<file path="src/rtl/mux_pkg.sv">
// mux_pkg: shared state encodings and default hold length for the mux stimulus generator
package mux_pkg;
  typedef enum logic [1:0] {IDLE = 2'd0, RUN = 2'd1, FINISH = 2'd2} state_t;
  localparam int HOLD_DEFAULT = 10;
endpackage

</file>
<file path="src/rtl/mux_ref.sv">
// mux_ref: combinational golden 2:1 mux used to judge the returned y
module mux_ref (
  input  logic a,
  input  logic b,
  input  logic s0,
  output logic expected
);
  assign expected = s0 ? b : a;
endmodule

</file>
<file path="src/rtl/mux_stim_gen.sv">
// mux_stim_gen: sweeps all 8 {a,b,s0} vectors into a 2:1 mux and counts wrong y samples
module mux_stim_gen
  import mux_pkg::*;
#(
  parameter int HOLD = HOLD_DEFAULT
) (
  input  logic       clk,
  input  logic       rst,
  input  logic       start,
  output logic       a,
  output logic       b,
  output logic       s0,
  input  logic       y,
  output logic       busy,
  output logic       done,
  output logic [3:0] err_cnt,
  output logic       pass
);
  state_t     state;
  logic [7:0] cnt;
  logic [2:0] idx;
  logic       exp_y, wrap, mis;
  logic [3:0] err_nxt;
  mux_ref u_ref (.a(a), .b(b), .s0(s0), .expected(exp_y));
  assign wrap    = cnt == 8'(HOLD - 1);
  assign mis     = wrap && (y != exp_y);
  assign err_nxt = err_cnt + {3'd0, mis};
  always_ff @(posedge clk or posedge rst)
    if (rst) begin
      state   <= IDLE;
      cnt     <= 8'd0;
      idx     <= 3'd0;
      {a, b, s0} <= 3'd0;
      busy    <= 1'b0;
      done    <= 1'b0;
      err_cnt <= 4'd0;
      pass    <= 1'b0;
    end else begin
      case (state)
        IDLE: if (start) begin
          state   <= RUN;
          busy    <= 1'b1;
          err_cnt <= 4'd0;
          pass    <= 1'b0;
          idx     <= 3'd0;
          cnt     <= 8'd0;
          {a, b, s0} <= 3'd0;
        end
        RUN: begin
          err_cnt <= err_nxt;
          if (!wrap) cnt <= cnt + 8'd1;
          else if (idx == 3'd7) begin
            state <= FINISH;
            done  <= 1'b1;
            pass  <= err_nxt == 4'd0;
            cnt   <= 8'd0;
            idx   <= 3'd0;
            {a, b, s0} <= 3'd0;
          end else begin
            cnt <= 8'd0;
            idx <= idx + 3'd1;
            {a, b, s0} <= idx + 3'd1;
          end
        end
        default: begin
          state <= IDLE;
          done  <= 1'b0;
          busy  <= 1'b0;
        end
      endcase
    end
endmodule

</file>
<file path="config.mk">
export PLATFORM = sky130hd
export DESIGN_NAME = mux_stim_gen
export DESIGN_NICKNAME = d
export VERILOG_FILES = /design/src/rtl/mux_pkg.sv /design/src/rtl/mux_ref.sv /design/src/rtl/mux_stim_gen.sv
export SDC_FILE = /design/constraint.sdc
export NUM_CORES = 1
export LEC_CHECK = 0
export ABC_AREA = 1
export CORE_MARGIN = 5
export CORE_UTILIZATION = 40
export DETAILED_ROUTE_END_ITERATION = 8
export PLACE_DENSITY = 0.66
export RECOVER_POWER = 100
export SLEW_MARGIN = 20
export SYNTH_ARGS = -nofsm -noshare
export SYNTH_HDL_FRONTEND = slang
export SYNTH_SLANG_ARGS = --single-unit
</file>
<file path="constraint.sdc">
create_clock -name clk -period 4.22 [get_ports clk]
set_input_delay 0.844 -clock clk [delete_from_list [all_inputs] [get_ports clk]]
set_output_delay 0.844 -clock clk [all_outputs]
set_load 0.01 [all_outputs]
</file>
==> summary.txt <==
Drt first pass iters - 4
Post-route setup slack - 1.901 ns
Max Clock Freq - 431.2 MHz
Simple-gate area share of the yosys netlist - 0.3020
First-pass GRT wire length - 3.933 mm
Max cap viols - 0
CP max FO - 2
Critical path's slowest cell - dlygate4sd3_1
Utilization after layout - 0.4710
CP cell instances - dlygate4sd3_1, and3_1, nor3b_1, ha_1, ha_1, xnor2_1, nand3_1, nor2_1, nand2_1, nand2_1
EDFF count, synth - 0
Min Tclk post-route - 2.319 ns
Final clock period utilization by the worst path - 0.5495
Yosys Warn Count - 0
Syn avg cell area - 8.865 um2
Hold Crit Class - reg2reg
Clk_lat worst skew - 0.29 ns
Largest net degree at the start of global routing - 21
Mux contribution to synthesized area - 0
Post CTS Setup Buffer Count - 0
Die height - 63.47 um
N_diodes - 0
Worst VDD drop - 0.1516 mV
Vias in the first global route - 928
Share of post-route cells with drive strength above 1 - 0.08966
Register area share after synthesis - 0.4376
Most area-consuming cells after synthesis - dfrtp_1 44%, nand2_1 9.5%, ha_1 6.6%, nand3_1 6.1%, inv_1 4.3%
Syn Inst Count - 129
Die area - 0.004028 mm2
Post-DP Area - 0.001301 mm2
Top_reg_cell synth - dfrtp_1
Die width - 63.47 um
Total power per unit cell area - 261.8 mW/mm2
Fillers - 291
Synthesized area - 0.001144 mm2
Initial antenna violation count - 0
Worst path max stage delay - 0.55 ns
Longest Clk Path Bufs - 2
Iter 0 DRT Violations - 15
RSZ-0062 raised after global routing - false
Initial core utilization - 0.4147
Fin area - 0.001299 mm2
DRT Wirelength - 2.155 mm
Post-route setup TNS - 0 ns
Final hold viol count - 0
FF+latch count, synth - 20
I/O pin cnt - 14
Synth top area share - 0.4376
Synth Area in XOR/XNOR - 0.03829
Cts bufs inserted - 3
DRT antenna net count - 0
H-tree depth - 1
# DRC - 0
Slew headroom - 0.4876
Core box area - 0.002758 mm2
WS Path Type - in2reg
Worst Skew - 0.001704 ns
Cell variety after synth - 26
Main combinational cell family by area after synthesis - simple AND/OR/NAND/NOR gates
P&R area growth vs syn - 13.57%
Via density - 5.142
CTS Hold Buffers Added - 0
Syn Nets - 139
Routed WL per cell - 12.24 um
Routability congestion estimate from global placement - 0.7388
Total Routing Usage GR - 0.1184
Synth Area in Adders - 0.06565
Clock root cell - clkbuf_4
CP arrival - 2.56 ns
Status - finished clean
CP Launch Type - input port
Port bufs - 13
WP data required - 4.46 ns
GRT overflow - 0
Pre-CTS WS - 1.713 ns
CTS resizes - 0
CTS tree - done
Row count - 19
Post-DP HPWL - 1.669 mm
Slew @ Worst Pin - 0.7678 ns
Compound-cell area share of the yosys netlist - 0.09737
Clock-pin transition on the worst setup and hold timing paths - 0.11 ns
Area leader, netlist - dfrtp_1
Commonest non-fill, non-tap cell in the layout - nand2_1
CP Capture Type - flip-flop
Final nets - 156
Via count - 905
Fin. max-slew vios - 0
Setup violators final - 0
Synth async-reset ratio - 1.000
Sink Count - 20
Leakage - 0.0006215 uW
Most frequent cells in the layout - 33 x nand2_1, 20 x dfrtp_1, 14 x inv_1, 14 x nand3_1, 13 x dlygate4sd3_1
## worst max-delay path: cells and delay by family
| family | cells | cell delay (ns) |
|---|---|---|
| simple gates | 6 | 0.65 |
| buf+inv | 1 | 0.55 |
| fa+ha+maj | 2 | 0.37 |
| xor+xnor | 1 | 0.14 |
## cell type report
class                      instances  area, um2  area share
tap                               31      38.79     0.02987
multi-input combinational         93      536.8      0.4133
sequential                        20      500.5      0.3854
timing repair buffer              13      130.1      0.1002
inverter                          15      56.30     0.04335
clock buffer                       4      36.28     0.02794
## cells by family (layout without fill, tap and decap cells)
logic type | count (synthesis) | after routing
compound gates | 17 | 17
fa+ha+maj | 6 | 6
flops | 20 | 20
buf+inv | 16 | 32
simple gates | 65 | 65
xor+xnor | 5 | 5
## registers in the layout, indices dropped and copies added, names as in the netlist
name / cells
busy: 1
err_cnt: 4
cnt: 8
state: 2
pass: 1
done: 1
a: 1
s0: 1
b: 1
## report_power, final
group	internal, uW	switching (uW)
logic	13.3	14.3
registers	197	5.19
clock network	52.5	57.9
total	263	77.4
## synthesized netlist by cell type (2+ instances only)
cell and number:
nand2_2 3, o22ai_1 3, nand2_1 29, nor2_4 2, xor2_1 3, nor2_1 7, nand2_4 2, o21ai_0 6
inv_2 2, xnor2_1 2, dfrtp_1 20, a21oi_1 3, nor2_2 2, ha_1 6, nand3_1 14, o21ai_2 3
inv_1 13
## final timing paths
check / to / cells after the start / slack (ns) / startpoint
max in group asynchronous: cnt[1] / 2 / 2.63 / rst
min in group asynchronous: done / 2 / 1.11 / rst
hold / removal: busy / 2 / 0.50 / busy
setup reg to reg: pass / 12 / 2.15 / cnt[1]
hold reg to reg: busy / 2 / 0.50 / busy
setup / recovery: pass / 10 / 1.90 / y
## stage by stage
stage	total power (uW)	cells	hold slack [ns]
after detailed placement	237.3	172	0.4747
after CTS	347.6	176	0.5096
after floorplan	219.6	129	0.4931
final	340.0	176	0.5023
after global routing	355.1	176	0.5247
after global placement	236.8	172	0.4696
## layer usage
layer / part of all wire / global-route usage
met1: 0.46 / 0.1453
met2: 0.50 / 0.2069
met3: 0.025 / 0.02131
met4: 0.0097 / 0.03896
met5: 0 / 0
Note: power is estimated with default switching activity, not from simulation.
==> edit 1 (same flow settings) <==
Reset style: synchronous (`rst`), changed in one clocked block.
--- a/src/rtl/mux_stim_gen.sv
+++ b/src/rtl/mux_stim_gen.sv
@@ -26,5 +26,5 @@
   assign mis     = wrap && (y != exp_y);
   assign err_nxt = err_cnt + {3'd0, mis};
-  always_ff @(posedge clk or posedge rst)
+  always_ff @(posedge clk)
     if (rst) begin
       state   <= IDLE;
Check against the original RTL: differs if rst is asserted again (counterexample within 4 cycles, from zero or initial values and one cycle with rst high); with rst held inactive, the same outputs for 10 cycles.
==> edit 1 against the original RTL <==
  * Register-to-register slack improved by 0.21 ns
  * Sequential cell count did not move
  * Critical path type unchanged
  * Critical endpoint is now err_cnt[2]
  * Via count rose by 9.0%
  * Cell count is 12% higher
  * Routed wire length increased by 1.8%
  * First-iteration DRC count is 40% lower
  * Maximum frequency grew 0.47%
  * Synthesized area fell by 7.0%
  * Sequential share of layout area fell by 6.7 points
  * Global-route usage is 2.1 points higher
  * Setup slack better by 0.011 ns
  * Highest routed layer unchanged
  * Final area is 3.3% lower
Power is not compared: it rests on default switching activity, and its combinational part moved more than twofold at a synthesized area within 25%.
==> edit 1: results (changes against the original RTL) <==
Run status
  • Outcome: complete, no violations

Worst setup path
  • Worst R2R Setup Slack: 2.36 ns (+0.21 ns)
  • Delay-heaviest family, CP: buffers and inverters
  • CP Capture Point: err_cnt[2]
  • FF-to-FF Start: a
  • Critical Path Fanout Max: 3 (+1)
  • R2R depth: 9 (-3)

Clock tree
  • Clock Latency Late Sink: 0.31 ns (+0.02 ns)

Synth
  • Synth cell count leaders: nand2_1 (39), nor2_1 (21), dfxtp_1 (20)
  • Seq/Total Area, Yosys: 37.6% (-6.1 points)
  • Synth top area cells: dfxtp_1 (38%), nand2_1 (14%), nor2_1 (7.4%)
  • Asr flop ratio synth: 0% (-100 points)
  • Net count after synthesis: 161 (+16%)

GRT
  • Largest net degree at the start of global routing: 12 (-43%)
  • GR Util All Layers: 14.0% (+2.1 points)
  • First-pass GRT wire length: 3980 um (+1.2%)
  • Number of global-route vias before repair: 933 (+0.54%)

Place
  • GPL Wtd Cong: 0.802 (+8.5%)
  • Placed Instance Area: 0.00123 mm2 (-5.7%)
  • DP Worst Slack: 1.70 ns (-0.0139 ns)
  • Hpwl dp: 1680 um (+0.86%)

Route
  • Vias per cell: 5.01 (-2.7%)
  • Drt initial violations: 9 (-6)
  • Routed WL: 2190 um (+1.8%)

Worst hold path
  • Hold EP: busy
  • Worst hold start: state[1]
  • Hold path cells: 1 (-1)

Timing
  • Slew @ Worst Pin: 0.451 ns (-0.317 ns)
  • Max Freq: 433 MHz (+0.47%)
  • Layout Skew: 0.00246 ns (+0.000759 ns)
  • Total negative slack: 0 ns (unchanged)
  • Hold Slack: 0.451 ns (-0.0508 ns)

Cells and area
  • Nets@finish: 178 (+14%)
  • Fillers: 260 (-11%)
  • Share of cells above drive strength 1: 10.2% (+1.2 points)
[edit 1: area by class of cell]
class / instances / area share, %
clock buffer: 4 / 2.89
sequential: 20 / 31.9
multi-input combinational: 114 / 47.0
inverter: 16 / 4.88
timing repair buffer: 13 / 10.4
tap: 30 / 2.99
[edit 1: logic make-up after synthesis]
logic type,Yosys count,share of synthesized area [%]
compound gates,21,11.8
xor+xnor,3,2.47
fa+ha+maj,6,7.06
buf+inv,17,6.12
flops,20,37.6
simple gates,84,34.9
[edit 1: stage by stage]
stage                     std cells  util, %
after floorplan                 151        -
after global placement          193     49.1
final                           197     50.3
after detailed placement        193     49.1
after CTS                       197     50.6
after global routing            197     50.3
[edit 1: routing by layer]
layer  track usage [%]  vias up  share of wire [%]
met5                 0        -                  0
met4              7.58        0                2.2
met3              2.73        5                3.1
met2              22.4       10                 47
met1              17.5      451                 47
li1                  -      520                  -
==> edit 2 (same flow settings) <==
Without the edit above. Encoding of `state_t`: now one-hot (3 bits for 3 states).
--- a/src/rtl/mux_pkg.sv
+++ b/src/rtl/mux_pkg.sv
@@ -1,5 +1,5 @@
 // mux_pkg: shared state encodings and default hold length for the mux stimulus generator
 package mux_pkg;
-  typedef enum logic [1:0] {IDLE = 2'd0, RUN = 2'd1, FINISH = 2'd2} state_t;
+  typedef enum logic [2:0] {IDLE = 3'b001, RUN = 3'b010, FINISH = 3'b100} state_t;
   localparam int HOLD_DEFAULT = 10;
 endpackage
Check against the original RTL: same outputs for any inputs over 10 cycles, from zero or initial values and one cycle with rst high; not proved beyond that.
==> edit 2 against the original RTL <==
  * Final area up 2.8%
  * Sequential cell count up 1
  * Synthesized area up 1.2%
  * Setup slack worse by 0.018 ns
  * Combinational power up 79%
  * Register-to-register slack better by 0.11 ns
  * Total power up 7.6%
  * Worst hold slack better by 0.013 ns
  * Critical endpoint unchanged
  * Routed wire length up 9.4%
==> edit 2: results (changes against the original RTL) <==
Synth
  • Synth cell types: 22 (-15%)
  • Synth top area cells: dfrtp_1 (43%), nand2_1 (12%), ha_1 (6.5%)
  • Net count after synthesis: 147 (+5.8%)
  • Seq/Total Area, Yosys: 45.5% (+1.7 points)
  • Synth cell count leaders: nand2_1 (36), dfrtp_1 (20), inv_1 (14)

Pwr
  • VDD IR-drop max: 174 uV (+15%)
  • Leak: 0.662 nW (+6.5%)
  • Sw Pwr: 0.0000966 W (+25%)

Worst setup path
  • Worst R2R Setup Slack: 2.26 ns (+0.11 ns)
  • Critical Path Fanout Max: 3 (+1)
  • Critical path arrival: 2.60 ns (+0.04 ns)

Cells and area
  • Nets@finish: 165 (+5.8%)
  • Biggest regs: cnt (8), err_cnt (4), state (3)
  • Fillers: 274 (-5.8%)
  • Share of cells above drive strength 1: 9.09% (+0.13 points)

Place
  • DP Worst Slack: 1.73 ns (+0.0132 ns)
  • GPL Wtd Cong: 0.785 (+6.2%)
  • Hpwl dp: 1790 um (+7.0%)

Worst hold path
  • Path category of the worst min-delay check: reg2reg

Route
  • DRC viols: 0 (unchanged)
  • Vias per cell: 5.15 (+0.18%)
  • WL met1: 1030 um (+3.5%)
  • Drt initial violations: 10 (-5)
  • Routed length per instance: 12.7 um (+4.1%)
  • DR WL met3: 50 um (-7.4%)
  • Met2 Routed Length: 1240 um (+14%)

Timing
  • Post-route clock period utilization: 55.4% (+0.42 points)
  • Layout Skew: 0.0125 ns (+0.0108 ns)
  • Max_slew headroom: 46.9% (-1.9 points)

GRT
  • GR Util All Layers: 13.1% (+1.3 points)
  • Number of global-route vias before repair: 998 (+7.5%)

Clock tree
  • Clock Latency Late Sink: 0.31 ns (+0.02 ns)

Run status
  • Outcome: complete, no violations
## edit 2: power by group through the flow
stage	logic, W	registers [W]	clock network [W]
finish	0.0000495	0.000221	0.0000953
global route	0.0000551	0.000224	0.000110
CTS	0.0000550	0.000221	0.000100
detailed placement	0.0000540	0.000225	0
global placement	0.0000526	0.000225	0
floorplan	0.0000212	0.000228	0
## edit 2: how the worst min path moves through the flow
| stage | startpoint | to | slack [ns] |
|---|---|---|---|
| floorplan | cnt[7] | cnt[7] | 0.49 |
| global route | pass | pass | 0.56 |
| global placement | done | done | 0.48 |
| CTS | pass | pass | 0.52 |
| detailed placement | pass | pass | 0.49 |
| finish | done | done | 0.52 |
## edit 2: logic make-up after synthesis
family                     after synthesis  share of synthesized area, %
adders and majority gates                6                          6.49
DFF                                     21                          45.5
AOI/OAI and AO/OA                       17                          8.43
xor gates and xnor gates                 5                          3.78
buffers and inverters                   16                          5.19
and+or+nand+nor                         72                          30.6
## edit 2: final cells by class
cell class / instances / area share [%]
Timing Repair Buffer: 13 / 9.75
Inverter: 16 / 4.50
Multi-Input combinational cell: 100 / 41.3
Clock buffer: 3 / 1.69
Clock inverter: 1 / 0.375
Tap cell: 31 / 2.91
Sequential cell: 21 / 39.5
## edit 2: layer usage
metal / GRT usage (%) / up-vias
li1: - / 485
met1: 15.8 / 447
met2: 23.6 / 16
met3: 1.75 / 5
met4: 4.68 / 0
met5: 0 / -
## edit 2: stage by stage
stage | instance area (um2) | cells | hold WS [ns] | util [%]
final | 1340 | 185 | 0.515 | 48.4
after global routing | 1340 | 185 | 0.556 | 48.4
after CTS | 1350 | 185 | 0.525 | 49.1
after detailed placement | 1330 | 181 | 0.492 | 48.1
after global placement | 1330 | 181 | 0.484 | 48.1
after floorplan | 1160 | 137 | 0.493 | -
